`src/rtl/alu_pkg.sv`:
```
// Shared types for the ALU issue controller: opcode width, FSM states and
// the command layout used by the queue and the 4-bit ALU attached to it.
package alu_pkg;
  localparam int OP_W  = 3;
  localparam int ALU_W = 4;

  typedef logic [OP_W-1:0] op_t;

  typedef enum logic [1:0] {IDLE, ISSUE, HOLD} state_t;

  // Fixed-width view of one command as it sits in the queue ({a, b, sel}).
  typedef struct packed {
    logic [ALU_W-1:0] a;
    logic [ALU_W-1:0] b;
    op_t              sel;
  } alu_cmd_t;
endpackage

```
`src/rtl/alu_cmd_fifo.sv`:
```
// Command queue: DEPTH entries of EW bits, pointers carry an extra wrap bit
// so full and empty are told apart without a separate counter.
module alu_cmd_fifo #(
  parameter int DEPTH = 4,
  parameter int EW    = 11
) (
  input  logic                     clk,
  input  logic                     rst_n,
  input  logic                     push,
  input  logic [EW-1:0]            wdata,
  input  logic                     pop,
  output logic [EW-1:0]            rdata,
  output logic                     full,
  output logic                     empty,
  output logic [$clog2(DEPTH):0]   count
);
  localparam int AW = $clog2(DEPTH);

  logic [EW-1:0] mem_q [DEPTH];
  logic [AW:0]   wr_ptr_q, wr_ptr_d;
  logic [AW:0]   rd_ptr_q, rd_ptr_d;
  logic          do_push, do_pop;

  assign full    = (wr_ptr_q[AW] != rd_ptr_q[AW]) &&
                   (wr_ptr_q[AW-1:0] == rd_ptr_q[AW-1:0]);
  assign empty   = (wr_ptr_q == rd_ptr_q);
  assign count   = wr_ptr_q - rd_ptr_q;
  assign rdata   = mem_q[rd_ptr_q[AW-1:0]];
  // Guarded here as well so a stray push/pop can never corrupt the pointers.
  assign do_push = push && !full;
  assign do_pop  = pop && !empty;

  always_comb begin
    wr_ptr_d = wr_ptr_q + {{AW{1'b0}}, do_push};
    rd_ptr_d = rd_ptr_q + {{AW{1'b0}}, do_pop};
  end

  always_ff @(posedge clk or negedge rst_n) begin
    if (!rst_n) begin
      wr_ptr_q <= '0;
      rd_ptr_q <= '0;
    end else begin
      wr_ptr_q <= wr_ptr_d;
      rd_ptr_q <= rd_ptr_d;
    end
  end

  always_ff @(posedge clk) begin
    if (do_push) mem_q[wr_ptr_q[AW-1:0]] <= wdata;
  end
endmodule

```
`src/rtl/alu_issue_ctrl.sv`:
```
// Issues queued commands to an external combinational ALU one at a time and
// holds each result until downstream accepts it (IDLE -> ISSUE -> HOLD).
module alu_issue_ctrl
  import alu_pkg::*;
#(
  parameter int DEPTH = 4,
  parameter int W     = 4
) (
  input  logic                     clk,
  input  logic                     rst_n,
  input  logic                     cmd_valid,
  output logic                     cmd_ready,
  input  logic [W-1:0]             cmd_a,
  input  logic [W-1:0]             cmd_b,
  input  logic [OP_W-1:0]          cmd_sel,
  output logic [W-1:0]             alu_a,
  output logic [W-1:0]             alu_b,
  output logic [OP_W-1:0]          alu_sel,
  input  logic [W-1:0]             alu_out,
  output logic                     res_valid,
  input  logic                     res_ready,
  output logic [W-1:0]             res_data,
  output logic [OP_W-1:0]          res_sel,
  output logic                     res_zero,
  output logic [$clog2(DEPTH):0]   cmd_count
);
  localparam int EW = 2*W + OP_W;

  state_t          state_q, state_d;
  logic [W-1:0]    alu_a_q, alu_a_d, alu_b_q, alu_b_d;
  op_t             alu_sel_q, alu_sel_d;
  logic            res_valid_q, res_valid_d;
  logic [W-1:0]    res_data_q, res_data_d;
  op_t             res_sel_q, res_sel_d;
  logic            res_zero_q, res_zero_d;

  logic [EW-1:0]   head;
  logic            fifo_full, fifo_empty, pop;

  alu_cmd_fifo #(.DEPTH(DEPTH), .EW(EW)) u_fifo (
    .clk   (clk),
    .rst_n (rst_n),
    .push  (cmd_valid),
    .wdata ({cmd_a, cmd_b, cmd_sel}),
    .pop   (pop),
    .rdata (head),
    .full  (fifo_full),
    .empty (fifo_empty),
    .count (cmd_count)
  );

  // Ready comes straight from the pointer flops; a pop in the same cycle
  // does not free a slot early.
  assign cmd_ready = !fifo_full;
  assign pop       = (state_q == IDLE) && !fifo_empty;

  always_comb begin
    state_d     = state_q;
    alu_a_d     = alu_a_q;
    alu_b_d     = alu_b_q;
    alu_sel_d   = alu_sel_q;
    res_valid_d = res_valid_q;
    res_data_d  = res_data_q;
    res_sel_d   = res_sel_q;
    res_zero_d  = res_zero_q;
    case (state_q)
      IDLE: if (!fifo_empty) begin
        alu_a_d   = head[EW-1 -: W];
        alu_b_d   = head[OP_W +: W];
        alu_sel_d = head[OP_W-1:0];
        state_d   = ISSUE;
      end
      // The ALU has had a whole cycle on the registered operands by now.
      ISSUE: begin
        res_data_d  = alu_out;
        res_sel_d   = alu_sel_q;
        res_zero_d  = (alu_out == '0);
        res_valid_d = 1'b1;
        state_d     = HOLD;
      end
      HOLD: if (res_ready) begin
        res_valid_d = 1'b0;
        state_d     = IDLE;
      end
      default: state_d = IDLE;
    endcase
  end

  always_ff @(posedge clk or negedge rst_n) begin
    if (!rst_n) begin
      state_q     <= IDLE;
      alu_a_q     <= '0;
      alu_b_q     <= '0;
      alu_sel_q   <= '0;
      res_valid_q <= 1'b0;
      res_data_q  <= '0;
      res_sel_q   <= '0;
      res_zero_q  <= 1'b1;
    end else begin
      state_q     <= state_d;
      alu_a_q     <= alu_a_d;
      alu_b_q     <= alu_b_d;
      alu_sel_q   <= alu_sel_d;
      res_valid_q <= res_valid_d;
      res_data_q  <= res_data_d;
      res_sel_q   <= res_sel_d;
      res_zero_q  <= res_zero_d;
    end
  end

  assign alu_a     = alu_a_q;
  assign alu_b     = alu_b_q;
  assign alu_sel   = alu_sel_q;
  assign res_valid = res_valid_q;
  assign res_data  = res_data_q;
  assign res_sel   = res_sel_q;
  assign res_zero  = res_zero_q;
endmodule

```
`config.mk`:
```
export PLATFORM = sky130hd
export DESIGN_NAME = alu_issue_ctrl
export DESIGN_NICKNAME = d
export VERILOG_FILES = /design/src/rtl/alu_pkg.sv /design/src/rtl/alu_cmd_fifo.sv /design/src/rtl/alu_issue_ctrl.sv
export SDC_FILE = /design/constraint.sdc
export NUM_CORES = 1
export LEC_CHECK = 0
export ABC_AREA = 1
export BUFFER_PORTS_ARGS = -buffer_cell sky130_fd_sc_hd__buf_2
export CAP_MARGIN = 20
export CORE_UTILIZATION = 50
export CTS_CLUSTER_DIAMETER = 120
export DETAILED_ROUTE_END_ITERATION = 10
export PLACE_DENSITY = 0.71
export SKIP_CTS_REPAIR_TIMING = 1
export SLEW_MARGIN = 20
export SYNTH_ARGS = -nofsm -noshare
export SYNTH_HDL_FRONTEND = slang
export SYNTH_SLANG_ARGS = --single-unit
```
`constraint.sdc`:
```
create_clock -name clk -period 2.8 [get_ports clk]
set_input_delay 0.42 -clock clk [delete_from_list [all_inputs] [get_ports clk]]
set_output_delay 0.42 -clock clk [all_outputs]
set_load 0.02 [all_outputs]
```
# ---- Word-level counts from Yosys, hierarchy flattened
# Memories as Yosys holds them, arrays and structs flattened. A register that Yosys moved wholly into a read port is not among the register bits.
# Index checks and enable logic that the tools add are counted.
dict set report totals {
  ff_bits 17
  ram_bits 44
  wordCells 39
  mem_bits_ro 0
  n_memories 1
  output_inout_bits 24
  latchBits 0
}
dict set report op_classes {
  n_reduce_logical 13
  eq_ne 7
  n_addsub 3
  n_shift 0
  n_mux 7
  mul 0
  div 0
  n_bitwise 1
  order_cmp 0
}
# name depth word_bits read_ports rd_ports_with_merged_regs write_ports line
set memory_table {}
lappend memory_table {u_fifo.mem_q 4 11 1 1 1 alu_cmd_fifo.sv:19} ;# logic [EW-1:0] mem_q [DEPTH];
# op count
set op_table {}
lappend op_table {{3-bit by 1-bit adder with 3-bit output} 2}
lappend op_table {{2-bit one-hot mux with 3 select lines} 1}
lappend op_table {{2-bit AND reduction} 3}
lappend op_table {{1-bit logical AND} 4}
lappend op_table {{4-bit logical NOT} 1}
lappend op_table {{2-bit two-way mux} 2}
lappend op_table {{2-bit inequality test, second input constant} 2}
lappend op_table {{3-bit equality test} 1}
lappend op_table {{1-bit logical NOT} 3}
lappend op_table {{1-bit two-way mux} 3}
lappend op_table {{3-bit subtractor} 1}
lappend op_table {{2-bit by 1-bit equality test with 1-bit output, second input constant} 1}
lappend op_table {{2-bit equality test} 1}
lappend op_table {{2-bit equality test, second input constant} 1}
lappend op_table {{2-bit logical NOT} 1}
lappend op_table {{1-bit one-hot mux with 2 select lines} 1}
lappend op_table {{2-bit nonzero test} 1}
lappend op_table {{1-bit inequality test} 1}
lappend op_table {{1-bit NOT} 1}

# ---- Depth between registers and ports, before layout
dict set report depth {
  depth_word 6
  ltp_mapped 11
  ltp_nobuf 10
}

# ---- Cells and area by module
# From an unflattened synthesis, not the netlist that was laid out.
dict set report unflattened {
  cells_unflattened 272
  area_unflattened_um2 3065.4
}
# mod n_inst cells_each seq_area_each_um2 area_each_um2
set modules_own_cells {}
lappend modules_own_cells {alu_cmd_fifo 1 171 1471.4 2158.3}
lappend modules_own_cells {alu_issue_ctrl 1 101 551.8 907.1}

# ---- Worst setup path after synthesis
# Ideal clock, no wire load.
dict set report synth_path {
  kind {register to register}
  from {register u_fifo.rd_ptr_q[1]}
  to {memory u_fifo.mem_q[0][0] (enable)}
  stages_incl_launch_ff 9
  n_path_buf 1
  setup_ps 393
  slack_ps 140
  t_arrival_ps 2267
  cell_sequence {dfrtp_1 inv_1 buf_2 ha_1 nand2_1 inv_1 nand3_1 nand2_1 nor3_1}
}
dict set report synth_between {
  elab_chain_len 6
}
# item line
set synth_lines {}
lappend synth_lines {{start: declaration} alu_cmd_fifo.sv:21} ;# logic [AW:0] rd_ptr_q, rd_ptr_d;
lappend synth_lines {{start signal: assignment} alu_cmd_fifo.sv:44} ;# rd_ptr_q <= rd_ptr_d;
lappend synth_lines {{2-bit equality test} alu_cmd_fifo.sv:25} ;# (wr_ptr_q[AW-1:0] == rd_ptr_q[AW-1:0]);
lappend synth_lines {{1-bit logical AND} alu_cmd_fifo.sv:24} ;# assign full = (wr_ptr_q[AW] != rd_ptr_q[AW]) &&
lappend synth_lines {{1-bit logical NOT} n/a}
lappend synth_lines {{net cmd_ready} alu_issue_ctrl.sv:12} ;# output logic cmd_ready,
lappend synth_lines {{1-bit logical AND} alu_cmd_fifo.sv:30} ;# assign do_push = push && !full;
lappend synth_lines {{1-bit two-way mux} alu_cmd_fifo.sv:49} ;# if (do_push) mem_q[wr_ptr_q[AW-1:0]] <= wdata;
lappend synth_lines {{1-bit two-way mux (implied by the code)} alu_cmd_fifo.sv:49}
lappend synth_lines {{end: declaration} alu_cmd_fifo.sv:19}
# The timed path passes the listed nets, and every way through them passes these cells.

# ---- Worst setup path after layout
dict set report layout_path {
  from {register u_fifo.rd_ptr_q[1]}
  to {output cmd_ready}
}
dict set report layout_between {
  elab_chain_len 3
}
# item line
set layout_lines {}
lappend layout_lines {{2-bit equality test} alu_cmd_fifo.sv:25}
lappend layout_lines {{1-bit logical AND} alu_cmd_fifo.sv:24}
lappend layout_lines {{1-bit logical NOT} alu_issue_ctrl.sv:54} ;# assign cmd_ready = !fifo_full;
lappend layout_lines {{end: declaration} alu_issue_ctrl.sv:12}
# No other way between the ends.

==> metrics.cfg <==
[status]
status=finished clean

[grt]
grt.overflow.total=0
antenna_found_initial=0
grt_pass1_wl_mm=8.71
grt_pass1_vias=1877
grt.total_usage_pct=19.2
grt_max_degree=36

[setup_path]
critPathLaunch=u_fifo.rd_ptr_q[1]
path_common_cell=inv_1
slowest_stage=dfrtp_1
crit_fanout=14
crit_type=flip-flop to output pin
max_stage_delay_ps=670
cp_top_family=flip-flops
cp_num_buf_inv=3
worstSetupStartpointType=flip-flop
critical_path_arrival_ps=1910
path_cells=inv_1, ha_1, nand2_1, inv_1, nand3_1, buf_2
worst-endpoint-required_ps=2380
worstSetupEndpointType=output pin
rr_startpoint=u_fifo.rd_ptr_q[1]

[floorplanning]
ioPinCount=43
row_count=28
initial_core_util_pct=51.7
die_y_um=80.3
coreArea_mm2=0.00592
die_w_um=80.3
die_area_mm2=0.00644

[clock_tree]
clock_path_buffers=2
clkLatencyLatePin_ps=340
cts_sinks=72
h-tree-depth=3
clk_pin_slew_ps=70
cts-root-buf=clkbuf_8
cts-buffers-inserted=9
cts_tree=built

[power]
switching_share_pct=41.0
peakVddDrop_mv=0.680
p_per_area_mw_per_mm2=1190
p_sw_mw=1.73
seq_power_share_pct=40.0
p_comb_share_pct=41.6
p_int_mw=2.48
p_total_mw=4.21
pwr-share-clk_pct=18.4
power_leakage_nw=1.75

[synth]
async_reset_ff_share_pct=38.9
synth_nets=319
ys_types=25
synth_edf_count=44
syn_area_per_cell_um2=10.4
ys_seq_area_share_pct=66.1
yosys_register_bits=72
synth_area_mm2=0.00306
yosys_warnings=0
synthCells=293
ys.flop_type=edfxtp_1

[sta]
hold_violations=0
fin_tns_setup_ps=0
fmax_ghz=0.429
timing.slew.headroom_pct=59.5
fin_crit_sh_pct=83.3
rsz0062_at_grt=no
finalSetupViolCount=0
post-route-min-period_ps=2330
worst_slew_pin_slew_ps=607
drv_slew=0
finClkSkew_ps=4.44

[layout]
nets=369
n_antenna_cell=0
area_growth_pct=15.7
layout.area.seq_mm2=0.00202
multi_input_area_um2=791
fillers=518
drive_above_1_share_pct=20.7

[detailed_routing]
route.detailed.drc=0
dr.pass1.iters=5
wl_per_cell_um=13.2
vias_per_cell=4.76
vias=2013
first_iter_violations=113
drt-total-wl_mm=5.58
ant_nets=0

[place]
hpwlAfterDp_mm=3.94
finalWeightedCongestion=0.718
io_buffer_count=42

[min_path]
holdCritPathClass=primary input to async pin

[run]
cap_violations=0

-- power by group through the flow --
stage	logic [mW]	clock network, mW	registers (mW)
floorplan	1.14	0	1.84
global placement	1.72	0	1.69
detailed placement	1.77	0	1.71
CTS	1.78	0.796	1.68
global route	1.97	0.830	1.72
finish	1.75	0.775	1.68
-- logic make-up after synthesis --
kind of cell | Yosys count | synth area share (%)
buffers and inverters | 60 | 8.09
and+or+nand+nor | 144 | 20.4
DFF | 72 | 66.1
adders and majority gates | 7 | 3.11
AOI/OAI and AO/OA | 7 | 1.51
xor gates and xnor gates | 3 | 0.858
-- final cells by class --
class | count | area share (%)
multi-input combinational | 161 | 22.3
inverter | 51 | 5.41
sequential | 72 | 57.1
clock buffer | 9 | 3.50
clock inverter | 7 | 1.77
tap | 75 | 2.65
timing repair buffer | 48 | 7.21
-- placed cells by master, fill, tap and decap left out, types with 3 or more instances in the layout --
cell,instances
buf_2,42
buf_4,6
clkbuf_8,9
dfrtp_1,27
edfxtp_1,44
ha_1,6
inv_1,49
nand2_1,97
nand3_1,24
nor2_1,4
nor3_1,4
o21ai_0,5
or2_1,8
or2_2,3
-- registers in the layout, summed over array words and instances (netlist names) --
name             cells
u_fifo.mem_q        44
alu_a                4
alu_b                4
res_data             4
alu_sel              3
res_sel              3
u_fifo.rd_ptr_q      3
u_fifo.wr_ptr_q      3
state_q              2
res_valid            1
res_zero             1
-- per-layer routing --
layer / track usage (%) / share of wire (%) / vias up
met5: 0 / 0 / -
met4: 11.3 / 1.0 / 0
met3: 3.75 / 4.6 / 5
met2: 33.2 / 53 / 57
met1: 22.0 / 42 / 935
li1: - / - / 1016
-- worst register-to-register path, cell delays in order, from the launching register on --
cell	delay, ps
dfrtp_1	670
inv_1	140
ha_1	320
nand2_1	70
inv_1	80
nand3_1	110
nand2_1	120
nor3_1	200
buf_4	250
-- synthesized netlist by cell type, types with 2 or more instances --
cell,count,area share (%)
or2_2,3,0.61
nand3_1,24,3.9
nor3_1,4,0.65
nand2_4,2,0.74
buf_2,5,0.82
inv_1,49,6.0
edfxtp_1,44,43
nand2_1,97,12
o21ai_0,5,0.82
xor2_1,2,0.57
or2_1,8,1.6
buf_6,2,0.74
inv_2,2,0.25
nor2_1,4,0.49
dfrtp_1,27,22
ha_1,6,2.5
-- stage by stage --
step	area (um^2)	worst slack, ps	util, %	instances	hold slack (ps)
CTS	3540	455	59.8	423	109
global placement	3350	656	56.7	407	457
detailed placement	3350	551	56.7	407	460
global route	3540	381	59.8	423	154
finish	3540	467	59.8	423	85.5
floorplan	3060	140	-	293	124
-- worst paths after layout --
path	to	slack, ps	cells after the start
max	cmd_ready	470	6
min in group clk	state_q[1]	300	2
max in group asynchronous	res_data[1]	2320	1
max reg2reg	u_fifo.mem_q[1][8]	550	8
min reg2reg	res_zero	470	2
min	state_q[1]	90	1
(Power assumes the default switching activity.)
